File: config.mk
export PLATFORM = sky130hd
export DESIGN_NAME = mux4_rr_arbiter_flat
export DESIGN_NICKNAME = d
export VERILOG_FILES = /design/src/rtl/mux4_rr_arbiter_if.sv /design/src/rtl/mux4_rr_arbiter.sv /design/src/flat_wrapper.sv
export SDC_FILE = /design/constraint.sdc
export NUM_CORES = 1
export LEC_CHECK = 0
export CAP_MARGIN = 5
export CORE_UTILIZATION = 40
export DETAILED_ROUTE_END_ITERATION = 10
export MAX_ROUTING_LAYER = met4
export PLACE_DENSITY = 0.93
export SLEW_MARGIN = 0
export SYNTH_ARGS = -nofsm -noshare
export SYNTH_HDL_FRONTEND = slang
export SYNTH_SLANG_ARGS = --single-unit
File: constraint.sdc
create_clock -name clk -period 2.7 [get_ports clk]
set_input_delay 0.27 -clock clk [delete_from_list [all_inputs] [get_ports clk]]
set_output_delay 0.27 -clock clk [all_outputs]
set_load 0.03 [all_outputs]
File: src/rtl/mux4_rr_arbiter_if.sv
// Handshake bundle between four valid/ready sources, the round-robin arbiter and its consumer.
// The packet-lock signals exist only when MUX4_RR_ARBITER_PKT_LOCK_EN is defined.
interface mux4_rr_arbiter_if #(
  parameter int WIDTH = 8
);
  logic [WIDTH-1:0] in0;
  logic [WIDTH-1:0] in1;
  logic [WIDTH-1:0] in2;
  logic [WIDTH-1:0] in3;
  logic [3:0]       in_valid;
  logic [3:0]       in_ready;
  logic [WIDTH-1:0] out;
  logic             out_valid;
  logic             out_ready;
  logic [1:0]       sel;
`ifdef MUX4_RR_ARBITER_PKT_LOCK_EN
  logic [3:0]       in_last;
  logic             out_last;

  modport slave (
    input  in0, in1, in2, in3, in_valid, in_last, out_ready,
    output in_ready, out, out_valid, sel, out_last
  );

  modport master (
    output in0, in1, in2, in3, in_valid, in_last, out_ready,
    input  in_ready, out, out_valid, sel, out_last
  );
`else
  modport slave (
    input  in0, in1, in2, in3, in_valid, out_ready,
    output in_ready, out, out_valid, sel
  );

  modport master (
    output in0, in1, in2, in3, in_valid, out_ready,
    input  in_ready, out, out_valid, sel
  );
`endif
endinterface

File: src/rtl/mux4_rr_arbiter.sv
// Four-source round-robin arbiter feeding a registered 4:1 output stage (one beat per cycle).
// Define MUX4_RR_ARBITER_PKT_LOCK_EN to hold the grant on one source until its in_last beat.
module mux4_rr_arbiter #(
  parameter int WIDTH = 8
) (
  input  logic             clk,
  input  logic             rst_n,
  mux4_rr_arbiter_if.slave bus
);

  logic [1:0]       ptr;
  logic [1:0]       rr_win;
  logic [1:0]       win;
  logic             gnt_any;
  logic             load;
  logic             xfer;
  logic [WIDTH-1:0] mux_d;
  logic [WIDTH-1:0] out_p1;
  logic [1:0]       sel_p1;
  logic             vld_p1;

  // Nearest requester after p wins; p itself is searched last.
  function automatic logic [1:0] rr_pick(input logic [3:0] req, input logic [1:0] p);
    logic [1:0] w;
    logic [1:0] c;
    w = p;
    for (int k = 4; k >= 1; k--) begin
      c = p + 2'(k);
      if (req[c]) w = c;
    end
    return w;
  endfunction

  assign load   = ~vld_p1 | bus.out_ready;
  assign rr_win = rr_pick(bus.in_valid, ptr);

`ifdef MUX4_RR_ARBITER_PKT_LOCK_EN
  typedef enum logic {IDLE, LOCKED} state_t;

  state_t     state;
  state_t     state_nxt;
  logic [1:0] lk;
  logic [1:0] lk_nxt;
  logic       last_p1;

  always_ff @(posedge clk or negedge rst_n) begin
    if (!rst_n) begin
      state <= IDLE;
      lk    <= 2'd0;
    end else begin
      state <= state_nxt;
      lk    <= lk_nxt;
    end
  end

  always_comb begin
    state_nxt = state;
    lk_nxt    = lk;
    win       = rr_win;
    gnt_any   = |bus.in_valid;
    if (state == LOCKED) begin
      win     = lk;
      gnt_any = bus.in_valid[lk];
    end
    xfer = rst_n & load & gnt_any;
    case (state)
      IDLE: begin
        if (xfer && !bus.in_last[win]) begin
          state_nxt = LOCKED;
          lk_nxt    = win;
        end
      end
      LOCKED: begin
        if (xfer && bus.in_last[lk]) state_nxt = IDLE;
      end
      default: state_nxt = IDLE;
    endcase
  end

  always_ff @(posedge clk or negedge rst_n) begin
    if (!rst_n) begin
      last_p1 <= 1'b0;
    end else if (load && gnt_any) begin
      last_p1 <= bus.in_last[win];
    end
  end

  assign bus.out_last = last_p1;
`else
  assign win     = rr_win;
  assign gnt_any = |bus.in_valid;
  assign xfer    = rst_n & load & gnt_any;
`endif

  assign bus.in_ready = xfer ? (4'b0001 << win) : 4'b0000;

  always_comb begin
    mux_d = bus.in0;
    case (win)
      2'd0: mux_d = bus.in0;
      2'd1: mux_d = bus.in1;
      2'd2: mux_d = bus.in2;
      2'd3: mux_d = bus.in3;
      default: mux_d = bus.in0;
    endcase
  end

  // Output stage: refills on the same edge it drains, so no bubble.
  always_ff @(posedge clk or negedge rst_n) begin
    if (!rst_n) begin
      vld_p1 <= 1'b0;
      out_p1 <= '0;
      sel_p1 <= 2'd0;
      ptr    <= 2'd3;
    end else if (load) begin
      vld_p1 <= gnt_any;
      if (gnt_any) begin
        out_p1 <= mux_d;
        sel_p1 <= win;
        ptr    <= win;
      end
    end
  end

  assign bus.out       = out_p1;
  assign bus.out_valid = vld_p1;
  assign bus.sel       = sel_p1;

endmodule

File: src/flat_wrapper.sv
// flat-port wrapper written by rule: the top's interface ports become plain ports
module mux4_rr_arbiter_flat 
#(
  parameter int WIDTH = 8
)
  (clk, rst_n, bus_in0, bus_in1, bus_in2, bus_in3, bus_in_valid, bus_out_ready, bus_in_ready, bus_out, bus_out_valid, bus_sel);
  mux4_rr_arbiter_if #(.WIDTH(WIDTH)) bus_i ();
  input  logic clk;
  input  logic rst_n;
  input wire logic [$bits(bus_i.in0)-1:0] bus_in0;
  input wire logic [$bits(bus_i.in1)-1:0] bus_in1;
  input wire logic [$bits(bus_i.in2)-1:0] bus_in2;
  input wire logic [$bits(bus_i.in3)-1:0] bus_in3;
  input wire logic [$bits(bus_i.in_valid)-1:0] bus_in_valid;
  input wire logic [$bits(bus_i.out_ready)-1:0] bus_out_ready;
  output wire logic [$bits(bus_i.in_ready)-1:0] bus_in_ready;
  output wire logic [$bits(bus_i.out)-1:0] bus_out;
  output wire logic [$bits(bus_i.out_valid)-1:0] bus_out_valid;
  output wire logic [$bits(bus_i.sel)-1:0] bus_sel;
  assign bus_i.in0 = bus_in0;
  assign bus_i.in1 = bus_in1;
  assign bus_i.in2 = bus_in2;
  assign bus_i.in3 = bus_in3;
  assign bus_i.in_valid = bus_in_valid;
  assign bus_i.out_ready = bus_out_ready;
  assign bus_in_ready = bus_i.in_ready;
  assign bus_out = bus_i.out;
  assign bus_out_valid = bus_i.out_valid;
  assign bus_sel = bus_i.sel;
  mux4_rr_arbiter #(.WIDTH(WIDTH)) u_core (.clk(clk), .rst_n(rst_n), .bus(bus_i));
endmodule
Word-level counts from Yosys, hierarchy flattened --
Cells that the tools add are included.
Storage, ports and cells: register bits after elaboration 13, logic and storage cells 32, bits of input ports 39, output and inout port bits 15
Cells by class: shift-type cells 1, equality and inequality tests 3, reductions and logical operators 3, muxes and demuxes 11, add/sub/neg operators 3, order comparisons 3, bitwise gates (word level) 4
Operators with widths (number):
- 8-bit one-hot mux with 4 select lines | 1
- 2-bit by 3-bit less-than comparator with 1-bit output (second input constant) | 3
- 1-bit binary-select mux with 2-bit select | 3
- 2-bit two-way mux | 3
- 2-bit adder (second input constant) | 2
- 2-bit equality test (second input constant) | 2
- 4-bit two-way mux | 1
- 4-bit OR reduction | 1
- 1-bit by 2-bit left shift with 4-bit output (first input constant) | 1
- 1-bit two-way mux | 3
- 2-bit by 1-bit adder with 2-bit output (second input constant) | 1
- 1-bit AND | 2
- 2-bit by 1-bit equality test with 1-bit output (second input constant) | 1
- 2-bit logical NOT | 1
- 2-bit AND reduction | 1
- 1-bit inverter | 1
- 1-bit OR | 1

Depth between registers and ports, before layout --
depth in word-level cells 8, depth in mapped cells 7

Worst setup path before layout --
No wires, ideal clock.
path kind register to output, from reg u_core.ptr[1], to out bus_in_ready[1], path slack 818 ps, arrival 1612 ps, data required time 2430 ps, cell stages (with the launch flop) 7, path buffers 3, cell sequence dfstp_2 > clkbuf_1 > o21a_1 > buf_4 > nor3_4 > buf_6 > nor2_1
On the way: longest elaborated chain between the ends 8
Ends and longest elaborated chain:
- start: declaration | line mux4_rr_arbiter.sv:11 | logic [1:0] ptr;
- start signal: assignment | line mux4_rr_arbiter.sv:120 | ptr <= win;
- 2-bit adder | line mux4_rr_arbiter.sv:28 | c = p + 2'(k);
- 1-bit binary-select mux with 2-bit select | line mux4_rr_arbiter.sv:29 | if (req[c]) w = c;
- 1-bit two-way mux (not written as such) | line mux4_rr_arbiter.sv:29
- 2-bit two-way mux (2 in a row) | line mux4_rr_arbiter.sv:29
- 2-bit two-way mux (*) | line mux4_rr_arbiter.sv:29
- 1-bit by 2-bit left shift with 4-bit output (*) | line mux4_rr_arbiter.sv:95 | assign bus.in_ready = xfer ? (4'b0001 << win) : 4'b0000;
- 4-bit two-way mux (*) | line mux4_rr_arbiter.sv:95
- end: declaration | line flat_wrapper.sv:16 | output wire logic [$bits(bus_i.in_ready)-1:0] bus_in_ready;
Mark *: on every way between the ends. The rest lies on a longest branch, timed or not. The select of a mux whose other input is x is not followed.

Worst setup path after layout --
from in bus_in_valid[3], to out bus_in_ready[3]
On the way: longest elaborated chain between the ends 7
Ends and longest elaborated chain:
- start: declaration | line flat_wrapper.sv:14 | input wire logic [$bits(bus_i.in_valid)-1:0] bus_in_valid;
- 1-bit binary-select mux with 2-bit select | line mux4_rr_arbiter.sv:29
- 1-bit two-way mux (not written as such) | line mux4_rr_arbiter.sv:29
- 2-bit two-way mux (3 in a row) | line mux4_rr_arbiter.sv:29
- 1-bit by 2-bit left shift with 4-bit output | line mux4_rr_arbiter.sv:95
- 4-bit two-way mux (*) | line mux4_rr_arbiter.sv:95
Marked as above.

==> flow_metrics.py <==
metrics = {
    "logic_synthesis": {
        "ys.flop_type": "dfrtp_1",
        "synth_fp_nets": 147,
        "yosysUniqueCellTypes": 26,
        "yosys-top-cells-area": "dfrtp_1, mux2i_1, a211o_1",
        "syn_area_per_cell_sq_um": 8.69,
        "synth_top_area_frac": 0.293,
        "synth_edf_count": 0,
        "synth-seq-cells": 13,
        "synth_cells": 108,
        "async_reset_ff_frac": 1.00,
        "ys_top_cells_by_count": "nand2_1, dfrtp_1",
        "seq_area_frac_synth": 0.349,
        "synth_top_area_cell": "dfrtp_1",
        "post-synth-top-count-cell": "nand2_1",
        "yosys_warnings": 0,
        "netlist_area_sq_um": 938,
    },
    "placement": {
        "place_area_sq_um": 1540,
        "gp_routability_congestion": 0.780,
        "portBuffers": 53,
        "hpwl_um": 2510,
        "dpl_worst_slack_ns": 0.144,
    },
    "grt": {
        "gr-total-overflow": 0,
        "met2_usage": 0.449,
        "grt_util_met1": 0.339,
        "grt_max_degree": 19,
        "grt_pass1_vias": 1149,
        "grt.total_usage": 0.283,
        "grt_util_met3": 0.0424,
        "grt_antenna_before_repair": 0,
        "top_usage_layer": "met2",
        "grt_pass1_wl_um": 5080,
    },
    "clock_tree": {
        "cts_tree": "done",
        "cts.sinks": 13,
        "cts_resized": 0,
        "clkTransAtPathRegs_ns": 0.08,
        "clockRootBuffer": "clkbuf_4",
        "clock_path_buffers": 2,
        "holdBufCountCts": 0,
        "cts_setup_buffers": 0,
        "cts_buffers": 3,
        "clkLatencyLatePin_ns": 0.28,
        "cts_htree_levels": 1,
    },
    "floorplanning": {
        "start_util": 0.424,
        "die_w_um": 50.4,
        "dieArea_sq_um": 2540,
        "core_area_sq_um": 2210,
        "io_pins": 54,
        "dieHeight_um": 50.4,
        "row_count": 17,
    },
    "setup_path": {
        "crit_chain": "clkdlybuf4s50_1 > nor4_1 > a21oi_1 > nand3_1 > nor2_1 > clkdlybuf4s50_1",
        "worstSetupEndpoint": "bus_in_ready[3]",
        "cp_num_buf_inv": 2,
        "critPathArrivalTime_ns": 2.35,
        "cp_common_cell": "clkdlybuf4s50_1",
        "end_kind": "output pin",
        "path_class": "in -> out",
        "reg2reg_depth": 6,
        "slowest_delay_ns": 0.64,
        "reg2reg_slack_ns": 0.93,
        "critPathRequiredTime_ns": 2.43,
        "crit_fanout": 4,
        "critPathTopFamily": "buffers and inverters",
        "setup.worst_path.start_class": "input port",
        "r2r-end": "u_core.bus.out[6]",
        "crit_start": "bus_in_valid[3]",
        "critPathSlowestCell": "nor4_1",
        "cp.depth": 6,
        "reg2reg_from": "u_core.ptr[0]",
    },
    "timing": {
        "fin_setup_tns_ns": 0,
        "period_share": 0.971,
        "drv_slew": 0,
        "clock_skew_ns": 0.00389,
        "period_needed_ns": 2.62,
        "finalHoldViolCount": 0,
        "worstMarginPinSlew_ns": 0.679,
        "setup_viol": 0,
        "fmax_mhz": 381,
        "setup_ws_ns": 0.0787,
        "rsz0062_at_grt": "no",
        "slew_headroom": 0.543,
        "fin_worst_hold_slack_ns": 0.219,
    },
    "finish": {
        "syn_to_final_growth_pct": 66.5,
        "final_layout_size_suffix_gt1_frac": 0.113,
        "diodes": 0,
        "final_nets": 208,
        "postLayoutCellArea_sq_um": 1560,
    },
    "route": {
        "vias_per_cell": 5.67,
        "wl_per_cell_um": 16.1,
        "wirelength_um": 3150,
        "route.detailed.drc": 0,
        "drt-pass1-iter-count": 4,
        "dr_total_vias": 1112,
        "ant_nets": 0,
        "first_iter_violations": 18,
    },
    "flow_run": {
        "cap_violations": 0,
    },
    "power": {
        "power_leakage_nw": 0.656,
        "ir_drop_mv": 0.565,
        "p_per_area_nw_per_um2": 715,
        "p_total_mw": 1.12,
    },
    "run_status": {
        "status": "finished, final reports clean",
    },
    "hold_path": {
        "hold_class": "in -> async",
    },
}
## flip-flops by register name (all words and copies together), names as in the netlist
name / flops
u_core.bus.sel: 2
u_core.bus.out_valid: 1
u_core.bus.out: 8
u_core.ptr: 2
## layer usage
layer | up-vias | part of all wire
met2 | 54 | 0.51
met3 | 12 | 0.059
li1 | 530 | -
met4 | 0 | 0.036
met1 | 516 | 0.39
met5 | - | 0
## placed cells by master (no fill, tap or decap), drive strengths merged, types with 8 or more instances in the layout
master / n
buf: 11
o211ai: 8
nand4: 8
dfrtp: 11
nand2: 16
o31ai: 8
a211o: 8
clkdlybuf4s50: 53
nor2: 8
mux2i: 8
## worst min path at each step
stage / from / endpoint / slack (ns)
4_1_cts: rst_n / u_core.bus.sel[0] / 0.23
3_3_place_gp: u_core.bus.sel[1] / u_core.bus.sel[1] / 0.47
2_1_floorplan: rst_n / u_core.bus.out[0] / -0.03
5_1_grt: rst_n / u_core.bus.out_valid / 0.24
3_5_place_dp: u_core.bus.sel[1] / u_core.bus.sel[1] / 0.49
6_report: rst_n / u_core.bus.sel[0] / 0.22
## area by class of cell
type | count | area (sq um)
Fill cell | 171 | 649
Sequential cell | 13 | 328
Multi-Input combinational cell | 86 | 557
Inverter | 1 | 3.75
Tap cell | 28 | 35.0
Clock buffer | 4 | 26.3
Timing Repair Buffer | 64 | 613
## through the flow
| stage | utilization | cells |
|---|---|---|
| 2_1_floorplan | - | 108 |
| 6_report | 0.706 | 196 |
| 3_5_place_dp | 0.695 | 192 |
| 4_1_cts | 0.706 | 196 |
| 3_3_place_gp | 0.695 | 192 |
| 5_1_grt | 0.706 | 196 |
## worst reg2reg max path, delay by kind of cell (launching register included)
kind	cells	cell delay [ns]
simple gates	3	0.55
compound gates	2	0.41
buf+inv	1	0.16
flops	1	0.57
## report_power, final
group	switching [mW]	internal, mW	total, mW
Clock	0.0650	0.0573	0.122
Combinational	0.365	0.313	0.678
Sequential	0.0482	0.269	0.317
Total	0.478	0.639	1.12
## cells by family after synthesis
family | after synthesis | share of synthesized area
muxes | 8 | 0.0853
buffers and inverters | 9 | 0.0573
and+or+nand+nor | 43 | 0.228
DFF | 13 | 0.349
AOI/OAI and AO/OA | 35 | 0.280
Note: power is estimated with default switching activity, not from simulation.
